===== src/rtl/conv_pkg.sv =====
// Shared constants, state type and helpers for the binary32 3x3 convolution engine.
package conv_pkg;

  localparam int unsigned EXP_W = 8;
  localparam int unsigned MAN_W = 23;
  localparam int unsigned BIAS  = 127;

  localparam logic [31:0] FP32_QNAN = 32'h7FC00000;
  localparam logic [31:0] FP32_PINF = 32'h7F800000;

  localparam int unsigned TAPS = 9;

  typedef enum logic [1:0] {IDLE, RUN, DONE} state_e;

  // Leading-zero count of the 28-bit aligned sum (28 when the input is zero).
  function automatic logic [4:0] lzc28(input logic [27:0] v);
    logic [4:0] n;
    logic       hit;
    n   = 5'd0;
    hit = 1'b0;
    for (int i = 27; i >= 0; i--) begin
      if (v[i]) hit = 1'b1;
      else if (!hit) n = n + 5'd1;
    end
    return n;
  endfunction

endpackage


===== src/rtl/fp32_mul_add.sv =====
// Combinational y = c + a*b in binary32: product and sum each truncated toward zero,
// subnormals flushed to zero, overflow to inf, canonical NaN for invalid operations.
module fp32_mul_add
  import conv_pkg::*;
(
  input  logic [31:0] a,
  input  logic [31:0] b,
  input  logic [31:0] c,
  output logic [31:0] y
);

  logic a_zero, a_inf, a_nan;
  logic b_zero, b_inf, b_nan;
  logic c_zero, c_inf, c_nan;
  logic p_zero, p_inf, p_nan;

  // Exponent field 0 means zero or subnormal; both are treated as signed zero.
  assign a_zero = (a[30:23] == 8'h00);
  assign a_inf  = (a[30:23] == 8'hFF) && (a[22:0] == 23'h0);
  assign a_nan  = (a[30:23] == 8'hFF) && (a[22:0] != 23'h0);
  assign b_zero = (b[30:23] == 8'h00);
  assign b_inf  = (b[30:23] == 8'hFF) && (b[22:0] == 23'h0);
  assign b_nan  = (b[30:23] == 8'hFF) && (b[22:0] != 23'h0);
  assign c_zero = (c[30:23] == 8'h00);
  assign c_inf  = (c[30:23] == 8'hFF) && (c[22:0] == 23'h0);
  assign c_nan  = (c[30:23] == 8'hFF) && (c[22:0] != 23'h0);

  logic               p_sign;
  logic [47:0]        prod;
  logic signed [10:0] p_exp;
  logic [31:0]        p;

  // Exact 48-bit mantissa product, truncated to binary32
  always_comb begin
    p_sign = a[31] ^ b[31];
    prod   = {24'b0, 1'b1, a[22:0]} * {24'b0, 1'b1, b[22:0]};
    p_exp  = 11'(a[30:23]) + 11'(b[30:23]) - 11'(BIAS) + 11'(prod[47]);
    if (a_nan || b_nan || (a_inf && b_zero) || (b_inf && a_zero)) p = FP32_QNAN;
    else if (a_inf || b_inf)                                      p = {p_sign, FP32_PINF[30:0]};
    else if (a_zero || b_zero)                                    p = {p_sign, 31'h0};
    else if (p_exp >= 11'sd255)                                   p = {p_sign, FP32_PINF[30:0]};
    else if (p_exp <= 11'sd0)                                     p = {p_sign, 31'h0};
    else if (prod[47])                            p = {p_sign, p_exp[7:0], prod[46:24]};
    else                                          p = {p_sign, p_exp[7:0], prod[45:23]};
  end

  assign p_zero = (p[30:23] == 8'h00);
  assign p_inf  = (p[30:23] == 8'hFF) && (p[22:0] == 23'h0);
  assign p_nan  = (p[30:23] == 8'hFF) && (p[22:0] != 23'h0);

  logic [31:0]        big, sml;
  logic               eff_sub, sticky;
  logic [7:0]         e_diff;
  logic [4:0]         sh, lz;
  logic [58:0]        sml_wide;
  logic [26:0]        x_al, y_al;
  logic [27:0]        sum, norm;
  logic signed [10:0] r_exp;
  logic [31:0]        sum_res;

  // Aligned add of two normal operands, truncated toward zero
  always_comb begin
    if (p[30:0] >= c[30:0]) begin
      big = p;
      sml = c;
    end else begin
      big = c;
      sml = p;
    end
    eff_sub  = big[31] ^ sml[31];
    e_diff   = big[30:23] - sml[30:23];
    sh       = (e_diff > 8'd31) ? 5'd31 : e_diff[4:0];
    sml_wide = {1'b1, sml[22:0], 35'h0} >> sh;
    y_al     = sml_wide[58:32];
    sticky   = |sml_wide[31:0];
    x_al     = {1'b1, big[22:0], 3'b000};
    // Borrowing one unit when bits were shifted out keeps the truncated magnitude exact
    if (eff_sub) sum = {1'b0, x_al} - {1'b0, y_al} - {27'h0, sticky};
    else         sum = {1'b0, x_al} + {1'b0, y_al};
    lz    = lzc28(sum);
    norm  = sum << lz;
    r_exp = 11'(big[30:23]) + 11'sd1 - 11'(lz);
    if (sum == 28'h0)            sum_res = 32'h0;
    else if (r_exp >= 11'sd255)  sum_res = {big[31], FP32_PINF[30:0]};
    else if (r_exp <= 11'sd0)    sum_res = {big[31], 31'h0};
    else                         sum_res = {big[31], r_exp[7:0], norm[26:4]};
  end

  // Special-value resolution ahead of the normal-path sum
  always_comb begin
    if (p_nan || c_nan || (p_inf && c_inf && (p[31] != c[31]))) y = FP32_QNAN;
    else if (p_inf)                                             y = p;
    else if (c_inf)                                             y = c;
    else if (p_zero && c_zero)                                  y = {p[31] & c[31], 31'h0};
    else if (p_zero)                                            y = c;
    else if (c_zero)                                            y = p;
    else                                                        y = sum_res;
  end

endmodule


===== src/rtl/conv2d_fp32.sv =====
// 3x3 binary32 convolution tap engine: one multiply-add per cycle over latched operands.
module conv2d_fp32
  import conv_pkg::*;
#(
  parameter int unsigned KSIZE  = 3,
  parameter int unsigned DATA_W = 32
) (
  input  logic                          clk,
  input  logic                          rst_n,
  input  logic                          start_i,
  input  logic [KSIZE*KSIZE*DATA_W-1:0] window_i,
  input  logic [KSIZE*KSIZE*DATA_W-1:0] weight_i,
  output logic                          busy_o,
  output logic                          done_o,
  output logic [DATA_W-1:0]             result_o
);

  localparam int unsigned NTAP  = KSIZE * KSIZE;
  localparam int unsigned VEC_W = NTAP * DATA_W;
  localparam logic [3:0]  LAST  = 4'(NTAP - 1);

  state_e             state_q, state_d;
  logic [3:0]         k_q, k_d;
  logic [VEC_W-1:0]   win_q, win_d, wt_q, wt_d;
  logic [DATA_W-1:0]  acc_q, acc_d, result_q, result_d;
  logic               done_q, done_d;
  logic [DATA_W-1:0]  px, wk, mac;

  assign px = win_q[DATA_W*k_q +: DATA_W];
  assign wk = wt_q[DATA_W*k_q +: DATA_W];

  fp32_mul_add u_mac (
    .a (px),
    .b (wk),
    .c (acc_q),
    .y (mac)
  );

  // Next-state: latch on start, accumulate one tap per RUN cycle, publish in DONE
  always_comb begin
    state_d  = state_q;
    k_d      = k_q;
    win_d    = win_q;
    wt_d     = wt_q;
    acc_d    = acc_q;
    result_d = result_q;
    done_d   = 1'b0;
    unique case (state_q)
      IDLE: begin
        if (start_i) begin
          win_d   = window_i;
          wt_d    = weight_i;
          acc_d   = '0;
          k_d     = '0;
          state_d = RUN;
        end
      end
      RUN: begin
        acc_d = mac;
        k_d   = k_q + 4'd1;
        if (k_q == LAST) state_d = DONE;
      end
      DONE: begin
        result_d = acc_q;
        done_d   = 1'b1;
        state_d  = IDLE;
      end
      default: state_d = IDLE;
    endcase
  end

  // State and datapath registers; reset aborts any operation in flight
  always_ff @(posedge clk or negedge rst_n) begin
    if (!rst_n) begin
      state_q  <= IDLE;
      k_q      <= '0;
      win_q    <= '0;
      wt_q     <= '0;
      acc_q    <= '0;
      result_q <= '0;
      done_q   <= 1'b0;
    end else begin
      state_q  <= state_d;
      k_q      <= k_d;
      win_q    <= win_d;
      wt_q     <= wt_d;
      acc_q    <= acc_d;
      result_q <= result_d;
      done_q   <= done_d;
    end
  end

  assign busy_o   = (state_q != IDLE);
  assign done_o   = done_q;
  assign result_o = result_q;

endmodule


===== config.mk =====
export PLATFORM = sky130hd
export DESIGN_NAME = conv2d_fp32
export DESIGN_NICKNAME = d
export VERILOG_FILES = /design/src/rtl/conv_pkg.sv /design/src/rtl/fp32_mul_add.sv /design/src/rtl/conv2d_fp32.sv
export SDC_FILE = /design/constraint.sdc
export NUM_CORES = 2
export LEC_CHECK = 0
export ABC_AREA = 1
export ABC_CLOCK_PERIOD_IN_PS = 37800
export CELL_PAD_IN_SITES_DETAIL_PLACEMENT = 0
export CELL_PAD_IN_SITES_GLOBAL_PLACEMENT = 1
export CORE_MARGIN = 2
export CORE_UTILIZATION = 43
export CTS_CLUSTER_DIAMETER = 120
export CTS_CLUSTER_SIZE = 24
export DETAILED_ROUTE_END_ITERATION = 8
export GPL_ROUTABILITY_DRIVEN = 0
export MAX_ROUTING_LAYER = met4
export PLACE_DENSITY_LB_ADDON = 0.1
export RECOVER_POWER = 50
export SYNTH_ARGS = -nofsm -noshare
export SYNTH_HDL_FRONTEND = slang
export SYNTH_SLANG_ARGS = --single-unit

===== constraint.sdc =====
create_clock -name clk -period 37.8 [get_ports clk]
set_clock_uncertainty 0.1 [all_clocks]
set_input_delay 7.56 -clock clk [delete_from_list [all_inputs] [get_ports clk]]
set_output_delay 7.56 -clock clk [all_outputs]
set_load 0.01 [all_outputs]

==> impl_metrics.py <==
metrics = {
    "worst_setup_path": {
        "cp.arrival_ns": 35.36,
        "slowest_stage": "dfrtp_4",
        "path_max_fanout": 48,
        "start_kind": "flip-flop",
        "slowest_delay_ns": 0.58,
        "end_kind": "flip-flop",
        "reg2reg_setup_slack_ns": 2.84,
        "r2r-end": "acc_q[8]",
        "r2r_start": "k_q[0]",
        "critPathMostFrequentCell": "nand2_1",
        "required_ns": 38.20,
        "crit_type": "reg2reg",
        "rr_worst_depth": 223,
    },
    "drt": {
        "drt.antenna.violating_nets": 0,
        "drt_first_pass_iters": 6,
        "routed-via-count": 57700,
        "drt_first_iter_violations": 5500,
        "drc_errors": 0,
        "vias_per_cell": 5.23,
        "routed_wl_um": 231000,
        "routedWlPerCell_um": 20.9,
    },
    "clocking": {
        "clk_path_buf_depth": 3,
        "cts_hold_buffers": 0,
        "numCtsBuffers": 35,
        "clk_latency_ns": 0.63,
        "cts_tree": "yes",
        "clk_pin_slew_ns": 0.11,
        "numClockSinks": 647,
        "cts-root-buf": "clkbuf_16",
        "htree_levels": 2,
    },
    "min_path": {
        "hold_depth": 2,
        "hp-class": "reg2reg",
        "min-delay-start": "wt_q[17]",
        "hold-path-endpoint": "wt_q[17]",
    },
    "synth": {
        "syn-num-nets": 10100,
        "netlist_area_um2": 61100,
        "synth_area_leader_cell": "dfrtp_1",
        "postSynthCellCount": 8737,
        "yosysTopAreaCellShare": 0.265,
        "dominantRegCellSynth": "dfrtp_1",
        "ys_warn_count": 0,
        "yosysSeqAreaShare": 0.265,
        "ys_ff_latch": 647,
        "yosysMostFrequentCell": "nand2_1",
        "synth_edf_count": 0,
        "synth.avg_cell_area_um2": 6.99,
        "async_flop_share": 1.00,
        "ys_types": 71,
        "ys_top_cells_by_count": "nand2_1 (3050), inv_1 (1524), dfrtp_1 (647)",
        "yosys-top-cells-area": "dfrtp_1 (27%), nand2_1 (19%), fa_1 (16%)",
    },
    "run_status": {
        "outcome": "finished with violations",
        "violations": "max-capacitance violations, max-slew violations",
    },
    "die": {
        "dieArea_um2": 145000,
        "rows": 138,
        "start_util": 0.433,
        "core_area_um2": 141000,
        "fp.dieH_um": 381,
        "die_x_um": 381,
        "io-pin-count": 613,
    },
    "finish": {
        "final_nets": 10500,
        "final_core_utilization": 0.501,
        "layout-drive-gt1-share": 0.0471,
        "syn2layout_area_growth_pct": 15.7,
    },
    "placed_design": {
        "place_ws_ns": 0.869,
        "dp_hpwl_um": 181000,
        "portBuffers": 612,
    },
    "sta": {
        "worst_slack_ns": 2.84,
        "finalMaxSlewViolations": 1205,
        "max_clock_freq_mhz": 28.6,
        "maxSlewHeadroom": -5.21,
        "fin_crit_ns": 34.96,
        "worst_pin_slew_ns": 9.32,
        "min_period_over_period": 0.925,
        "hold_viol": 0,
        "setup_violations": 0,
    },
    "global_route": {
        "gr-total-overflow": 0,
        "grt_pass1_wl_um": 350000,
        "first_global_vias": 57100,
        "grt_usage": 0.323,
        "grt_max_degree": 253,
        "antenna_found_initial": 19,
    },
    "job": {
        "cap_violations": 12,
    },
}
## cell usage in the layout, fill, tap and decap left out, drive strengths merged, types with 34 or more instances in the layout
cell type      instances
nand2               3097
inv                 1579
o21ai                655
dfrtp                647
clkdlybuf4s50        577
nand3                529
fa                   484
nor2                 386
ha                   320
a21oi                187
buf                  131
o211ai                92
or2                   63
nand4                 59
clkbuf                56
nor3                  40
dlygate4sd3           34
## metal layers
| metal | up-vias | GRT usage | share of wire |
|---|---|---|---|
| met5 | - | - | 0 |
| met4 | 0 | 0.103 | 0.036 |
| met3 | 299 | 0.0466 | 0.075 |
| met2 | 2069 | 0.487 | 0.44 |
| met1 | 28000 | 0.449 | 0.45 |
| li1 | 27400 | - | - |
## flip-flops by register name, summed over array words and instances, names as in the netlist
name,flops
wt_q,288
state_q,2
result_o,32
win_q,288
k_q,4
done_o,1
acc_q,32
## logic make-up (layout without fill, tap and decap cells)
logic type,Yosys count,in the layout,synth area share
adders and majority gates,804,804,0.224
DFF,647,647,0.265
other,0,18,0
and+or+nand+nor,4207,4207,0.283
AOI/OAI and AO/OA,1017,1017,0.0918
muxes,9,9,0.00147
xor gates and xnor gates,55,55,0.00789
buffers and inverters,1998,2400,0.126
## through the flow
step / hold slack [ns] / area, um2 / TNS [ns] / instances
after floorplan: 0.341 / 61100 / 0 / 8737
after global placement: 0.356 / 69000 / 0 / 11000
after detailed placement: 0.357 / 69000 / 0 / 11000
after CTS: 0.383 / 70000 / 0 / 11000
after global routing: 0.400 / 70700 / -0.767 / 11000
final: 0.383 / 70700 / 0 / 11000
## worst max-delay path, delay by kind of cell (launching register included)
| family | cells | cell delay (ns) |
|---|---|---|
| AOI/OAI and AO/OA | 47 | 7.09 |
| muxes | 1 | 0.10 |
| buffers and inverters | 37 | 3.77 |
| and+or+nand+nor | 95 | 9.69 |
| xor gates and xnor gates | 1 | 0.18 |
| adders and majority gates | 42 | 13.14 |
| DFF | 1 | 0.58 |
## area by class of cell
cell class	count	area, um2
Multi-Input combinational cell	6092	37500
Antenna cell	18	45.0
Fill cell	14300	70500
Timing Repair Buffer	758	7420
Timing Repair inverter	4	30.0
Clock inverter	6	129
Clock buffer	40	937
Inverter	1592	6040
Tap cell	1890	2360
Sequential cell	647	16200
## worst max-delay path by stage
stage                      start        end  slack [ns]  depth (start not counted)
final                     k_q[0]   acc_q[8]        2.84                        223
after global routing      k_q[0]   acc_q[6]       -0.10                        231
after CTS                 k_q[1]  acc_q[10]        0.73                        224
after global placement    k_q[1]  acc_q[10]        0.99                        220
after detailed placement  k_q[1]  acc_q[10]        0.87                        222
after floorplan           k_q[1]  acc_q[11]        4.48                        227
## repair_timing
item / CTS / global route
setup endpoints to repair: 0 / 31
buffers inserted: 0 / 13
resized for setup: 0 / 136
Power is not shown: default switching activity piles up to over one toggle a cycle in this logic, so the estimate is an artifact.
